### src/rtl/mult_pkg.sv
// Shared definitions for the shift-and-add multiplier blocks:
// controller state encoding and shift direction.
package mult_pkg;

    typedef enum logic [2:0] {
        IDLE  = 3'd0,
        LOAD  = 3'd1,
        TEST  = 3'd2,
        SHIFT = 3'd3,
        DONE  = 3'd4
    } ctrl_state_t;

    localparam logic SHIFT_RIGHT = 1'b1;

endpackage

### src/rtl/step_counter.sv
// Iteration down-counter for the shift-add controller.
// Priority is clear, then load, then decrement. The counter saturates at zero.
module step_counter #(
    parameter int CW = 4
) (
    input  logic          clk,
    input  logic          rst_n,
    input  logic          clr,
    input  logic          load,
    input  logic [CW-1:0] load_val,
    input  logic          dec,
    output logic [CW-1:0] cnt,
    output logic          is_one
);

    always_ff @(posedge clk or negedge rst_n) begin
        if (!rst_n) begin
            cnt <= '0;
        end else if (clr) begin
            cnt <= '0;
        end else if (load) begin
            cnt <= load_val;
        end else if (dec && (cnt != '0)) begin
            cnt <= cnt - 1'b1;
        end
    end

    assign is_one = (cnt == CW'(1));

endmodule

### src/rtl/shift_add_ctrl.sv
// Moore sequencing controller for the unsigned shift-and-add multiplier.
// Drives the A/Q/M register strobes through WIDTH test/shift iterations.
module shift_add_ctrl
    import mult_pkg::*;
#(
    parameter int WIDTH = 8,
    parameter int CW    = $clog2(WIDTH + 1)
) (
    input  logic          clk,
    input  logic          rst_n,
    input  logic          start,
    input  logic          abort,
    input  logic          q0,
    output logic          busy,
    output logic          done,
    output logic          load_m,
    output logic          load_q,
    output logic          clr_a,
    output logic          add_en,
    output logic          shift_en,
    output logic          shift_dir,
    output logic [CW-1:0] step_cnt
);

    ctrl_state_t state;
    ctrl_state_t state_nxt;
    logic        abort_hit;
    logic        cnt_is_one;

    assign abort_hit = abort && (state != IDLE);

    always_comb begin
        state_nxt = state;
        if (abort_hit) begin
            state_nxt = IDLE;
        end else begin
            case (state)
                IDLE:    if (start) state_nxt = LOAD;
                LOAD:    state_nxt = TEST;
                TEST:    state_nxt = SHIFT;
                SHIFT:   state_nxt = cnt_is_one ? DONE : TEST;
                DONE:    state_nxt = IDLE;
                default: state_nxt = IDLE;
            endcase
        end
    end

    always_ff @(posedge clk or negedge rst_n) begin
        if (!rst_n) begin
            state <= IDLE;
        end else begin
            state <= state_nxt;
        end
    end

    // Counter is loaded on the edge leaving LOAD, so TEST always sees WIDTH first.
    step_counter #(
        .CW (CW)
    ) u_step_counter (
        .clk      (clk),
        .rst_n    (rst_n),
        .clr      (abort_hit),
        .load     (state == LOAD),
        .load_val (CW'(WIDTH)),
        .dec      (state == SHIFT),
        .cnt      (step_cnt),
        .is_one   (cnt_is_one)
    );

    assign busy      = (state != IDLE);
    assign done      = (state == DONE);
    assign load_m    = (state == LOAD);
    assign load_q    = (state == LOAD);
    assign clr_a     = (state == LOAD);
    assign add_en    = (state == TEST) && q0;
    assign shift_en  = (state == SHIFT);
    assign shift_dir = shift_en ? SHIFT_RIGHT : 1'b0;

endmodule

### config.mk
export PLATFORM = sky130hd
export DESIGN_NAME = shift_add_ctrl
export DESIGN_NICKNAME = d
export VERILOG_FILES = /design/src/rtl/mult_pkg.sv /design/src/rtl/step_counter.sv /design/src/rtl/shift_add_ctrl.sv
export SDC_FILE = /design/constraint.sdc
export NUM_CORES = 1
export LEC_CHECK = 0
export ABC_CLOCK_PERIOD_IN_PS = 3400
export CORE_AREA = 2 2 39 41
export CTS_BUF_LIST = sky130_fd_sc_hd__clkbuf_8
export CTS_CLUSTER_SIZE = 24
export DETAILED_ROUTE_END_ITERATION = 7
export DIE_AREA = 0 0 41 43
export GPL_ROUTABILITY_DRIVEN = 0
export GPL_TIMING_DRIVEN = 0
export PLACE_DENSITY_LB_ADDON = 0.15
export SYNTH_ARGS = -nofsm -noshare
export SYNTH_HDL_FRONTEND = slang
export SYNTH_SLANG_ARGS = --single-unit
### constraint.sdc
create_clock -name clk -period 3.4 [get_ports clk]
set_input_delay 0.68 -clock clk [delete_from_list [all_inputs] [get_ports clk]]
set_output_delay 0.68 -clock clk [all_outputs]
set_load 0.05 [all_outputs]
==> results of run 1 <==
## state kept, by name, summed over array words and instances, names as in the netlist
| signal | flops |
|---|---|
| u_step_counter.cnt | 4 |
| state | 3 |
## through the flow
step | total power [W] | worst slack (ps) | util | std cells | hold WS, ps
2_1_floorplan | 0.000296 | 954 | - | 56 | 384
3_3_place_gp | 0.000369 | 596 | 0.484 | 88 | 542
3_5_place_dp | 0.000372 | 589 | 0.484 | 88 | 542
4_1_cts | 0.000491 | 579 | 0.516 | 92 | 549
5_1_grt | 0.000518 | 529 | 0.516 | 92 | 561
6_report | 0.000486 | 573 | 0.516 | 92 | 546
## worst max-delay path, stage by stage
cell and delay (ps):
clkdlybuf4s50_1 460, nand2_1 50, nor3_1 130, clkdlybuf4s50_1 830
## synth_stat cells
master,number,area [µm²]
nor4b_1,1,8.76
o211ai_1,2,15.0
dfrtp_1,7,175
nor3b_1,2,15.0
nand2b_1,1,6.26
inv_1,5,18.8
buf_2,1,5.00
nand4b_1,1,8.76
mux2i_1,1,10.0
nor2_1,5,18.8
buf_6,1,11.3
buf_4,4,30.0
or3_1,4,25.0
nand3b_4,1,20.0
nor2b_1,2,12.5
a41oi_1,1,8.76
nor3_1,3,15.0
ha_1,2,25.0
o22ai_1,1,6.26
o21ai_0,5,25.0
nand2_1,1,3.75
a21oi_1,3,15.0
nand3_1,2,10.0
## cells by family (layout without fill, tap and decap cells)
group	Yosys count	in the layout	share of synthesized area
AND/OR/NAND/NOR	23	23	0.294
AO/OA/AOI/OAI	12	12	0.143
buffers and inverters	11	31	0.133
flip-flops	7	7	0.358
adder cells (fa/ha/maj)	2	2	0.0511
multiplexers	1	1	0.0205
## layout make-up
type	instances	area share
Tap cell	16	0.0280
Sequential cell	7	0.245
Buffer	6	0.0648
Timing Repair Buffer	16	0.224
Clock buffer	3	0.0578
Clock inverter	1	0.00525
Multi-Input combinational cell	38	0.349
Inverter	5	0.0263
## layer usage
layer  track usage  part of all wire
met1         0.195              0.47
met3        0.0785             0.069
met5             0                 0
met4        0.0600            0.0076
met2         0.203              0.45
## report_power, final
group	leakage (nW)	switching, W	internal (W)
registers	0.0925	0.0000250	0.000100
logic	0.211	0.000154	0.0000906
clock network	0.0269	0.0000383	0.0000783
## worst min path at each step
| stage | slack (ps) | startpoint | endpoint | cells past startpoint |
|---|---|---|---|---|
| after CTS | 550 | state[2] | state[0] | 2 |
| final | 550 | state[2] | state[0] | 2 |
| after global routing | 560 | state[2] | state[0] | 2 |
| after detailed placement | 540 | state[2] | state[0] | 2 |
| after global placement | 540 | state[2] | state[0] | 2 |
| after floorplan | 380 | rst_n | state[0] | 0 |
==> out/qor.txt, run 1 <==
outcome -> finished, final reports clean
worst hold path class -> flop to flop
initial antenna violation count -> 0
PwrDens -> 680 nW/µm²
Std-Cell Rows -> 14
Worst setup SP type -> primary input
CP endpoint kind -> output pin
DR vias -> 458
height of the die -> 43 µm
Ys Warns -> 0
wire per inst -> 11.5 µm
Pins Over Slew Limit -> 0
IO Port Bufs -> 16
Final Hold Fails -> 0
commonest non-fill, non-tap cell in the layout -> clkdlybuf4s50_1
sequential cell area -> 175 µm²
Crit Path Class -> primary input to output pin
TritonCTS buffer count -> 3
leakage -> 0.330 nW
Sink Count -> 7
post-CTS sizing -> 0
post-synthesis cell area -> 489 µm²
postcts setup bufs -> 0
Diodes inserted -> 0
Setup crit end -> add_en
RSZ-0062 raised after global routing -> false
critical-path maximum fanout -> 1
final wirelength -> 1060 µm
global-route wire length before repair -> 1770 µm
CTS tree -> done
Routed Antenna Nets -> 0
Slew @ Worst Pin -> 500 ps
final count of negative-setup-slack endpoints -> 0
multi-input logic area -> 249 µm²
flops & latches, synth -> 7
Final TNS setup -> 0 ps
area grow syn2layout -> 46.0%
Reg2Reg Depth -> 5
Synth Area per Inst -> 8.74 µm²
H-tree depth -> 1
hpwl dp -> 774 µm
final worst-path cycle share -> 0.831
Max Fclk -> 354 MHz
Final Net Count -> 84
library cells used by synthesis -> 23
core area -> 1380 µm²
Tmin final -> 2830 ps
grt ovf -> 0
Req. time, crit path -> 2720 ps
filler instances -> 144
DRC viols -> 0
Post-CTS Hold Buffers -> 0
arrival time worst endpoint -> 2150 ps
clk slew on worst S/H paths -> 40 ps
vias in the first global route -> 404
Longest Clk Path Bufs -> 2
clk root buf -> clkbuf_8
max-cap viol count -> 0
drt initial violations -> 6
post-synthesis cell count -> 56
first-pass detailed-route iteration total -> 4
I/O pins -> 17
FF-to-FF End -> u_step_counter.cnt[0]
placed cell area -> 669 µm²
gr usage total -> 0.150
layout cells sized above 1 -> 0.132
commonest non-fill, non-tap cells in the layout -> clkdlybuf4s50_1, dfrtp_1, inv_1, nor2_1, o21ai_0
largest net degree at the start of global routing -> 11
Peak VDD IR -> 0.372 mV
reg2reg start -> u_step_counter.cnt[0]
flop2flop setup slack -> 1980 ps
die width -> 41 µm
Max-slew headroom -> 0.666
synthesized net count -> 63
Crit. Startpoint -> q0
Final Skew -> 4.88 ps
Starting Density -> 0.354
full die area -> 1760 µm²
design area -> 714 µm²
Vias/cell -> 4.98
clk_lat worst skew -> 230 ps
sequential area share after synthesis -> 0.358
Note: power is estimated with default switching activity, not from simulation.
==> run 2, diff against run 1 <==
Settings changed: ABC_CLOCK_PERIOD_IN_PS 3400 to 2670.
Clock period 3.4 ns to 2.67 ns, I/O delays scaled along.
==> run 2 against run 1 <==
  * Routed wire length up 0.38%
  * Sequential share of layout area decreased by 0.17 points
  * Final area increased by 0.70%
  * Register-to-register slack got worse by 730 ps
  * Via count unchanged
  * Die area unchanged
  * Worst hold slack stayed put
  * Clock skew unchanged
  * Critical endpoint unchanged
  * Largest power group unchanged
==> out/qor.txt, run 2 (synthesized netlist as in run 1, its figures left out) <==
commonest non-fill, non-tap cell in the layout -> clkdlybuf4s50_1
I/O pins -> 17
largest net degree at the start of global routing -> 11
Worst setup SP type -> primary input
Routed Antenna Nets -> 0
Std-Cell Rows -> 14
Pins Over Slew Limit -> 0
GR peak layer -> met2
TritonCTS buffer count -> 3
first-pass detailed-route iteration total -> 4
CP Cell Sequence -> clkdlybuf4s50_1 -> nand2_1 -> nor3_1 -> clkdlybuf4s50_1
height of the die -> 43 µm
Longest Clk Path Bufs -> 2
commonest non-fill, non-tap cells in the layout -> clkdlybuf4s50_1, dfrtp_1, inv_1, nor2_1, o21ai_0
Starting Density -> 0.354
Crit path top cell by count -> clkdlybuf4s50_1
layout cells sized above 1 -> 0.132
wire per inst -> 11.5 µm
arrival time worst endpoint -> 2000 ps
Max Fclk -> 395 MHz
FF-to-FF End -> u_step_counter.cnt[0]
PwrDens -> 859 nW/µm²
max reg flops -> 4
drt initial violations -> 6
fin worst setup slack -> 135 ps
Final Skew -> 4.88 ps
Critical Path Max Stage Delay -> 830 ps
vias in the first global route -> 404
hpwl dp -> 774 µm
Worst path slowest cell -> clkdlybuf4s50_1
Tmin final -> 2530 ps
Crit Path Class -> primary input to output pin
Slew @ Worst Pin -> 502 ps
clk root buf -> clkbuf_8
initial antenna violation count -> 0
CTS tree -> done
leakage -> 0.358 nW
top cell family by delay on the critical path -> buffers and inverters
grt ovf -> 0
area grow syn2layout -> 47.1%
core area -> 1380 µm²
Final TNS setup -> 0 ps
max-cap viol count -> 0
final count of negative-setup-slack endpoints -> 0
CP endpoint kind -> output pin
full die area -> 1760 µm²
DR vias -> 458
Final Non-Filler Cells -> 92
clk_lat worst skew -> 230 ps
global-route wire length before repair -> 1770 µm
WHS Endpoint -> state[0]
Hold Path Stages -> 2
hold_ws -> 546 ps
largest registers -> u_step_counter.cnt x4, state x3
DRC viols -> 0
Final Hold Fails -> 0
gr usage total -> 0.150
Sink Count -> 7
clk slew on worst S/H paths -> 40 ps
routing usage on met3 -> 0.0785
Peak VDD IR -> 0.474 mV
final worst-path cycle share -> 0.949
Diodes inserted -> 0
CP bufs+invs -> 2
met1 Use GR -> 0.195
Post-CTS Hold Buffers -> 0
die width -> 41 µm
Reg2Reg Depth -> 5
IO Port Bufs -> 16
RSZ-0062 raised after global routing -> false
Place WS -> 151 ps
final wirelength -> 1060 µm
Vias/cell -> 4.98
H-tree depth -> 1
Req. time, crit path -> 2140 ps
placed cell count -> 88
outcome -> finished, final reports clean
min-delay src -> state[2]
Max-slew headroom -> 0.664
critical-path maximum fanout -> 1
GR Util met2 -> 0.203
reg2reg start -> u_step_counter.cnt[0]
flop2flop setup slack -> 1250 ps
worst hold path class -> flop to flop
largest reg by FF count -> u_step_counter.cnt
Final Net Count -> 84
-- run 2: repair_timing --
action	4_1_cts	5_1_grt
resized for setup	0	2
setup buffers	0	0
endpoints found under the setup margin	0	2
hold endpoints to repair	0	0
-- run 2: metal layers --
layer | share of wire | up-vias | wire length, µm
li1 | - | 237 | -
met1 | 0.47 | 206 | 499
met2 | 0.45 | 13 | 474
met3 | 0.073 | 2 | 77
met4 | 0.0076 | 0 | 8
met5 | 0 | - | 0
-- run 2: worst max-delay path by stage --
stage | start | endpoint | slack (ps) | depth (start not counted)
CTS | state[0] | load_m | 100 | 5
finish | q0 | add_en | 140 | 4
global placement | q0 | add_en | 160 | 4
detailed placement | q0 | add_en | 150 | 4
floorplan | state[0] | done | 430 | 2
global route | q0 | add_en | 90 | 4
-- run 2: cell type report --
type	instances	area (µm²)
clock buffer	3	41.3
inverter	5	18.8
timing repair buffer	16	165
clock inverter	1	3.75
multi-input combinational	38	249
sequential	7	175
tap	16	20.0
fill	142	664
buffer	6	46.3
-- run 2: power by group --
group | internal [W] | switching, W
Sequential | 0.000128 | 0.0000318
Clock | 0.0000997 | 0.0000487
Combinational | 0.000115 | 0.000196
-- run 2: through the flow --
step                      area (µm²)  total power (W)   util
after global routing             719         0.000659  0.520
final                            719         0.000618  0.520
after global placement           669         0.000469  0.484
after CTS                        714         0.000625  0.516
after detailed placement         669         0.000474  0.484
after floorplan                  489         0.000377      -
-- run 2: worst reg2reg max path, stage by stage, from the launching register on --
cell     delay [ps]
dfrtp_1         430
inv_1            70
ha_1            220
nor3b_1         170
or3_1           320
a21oi_1         140
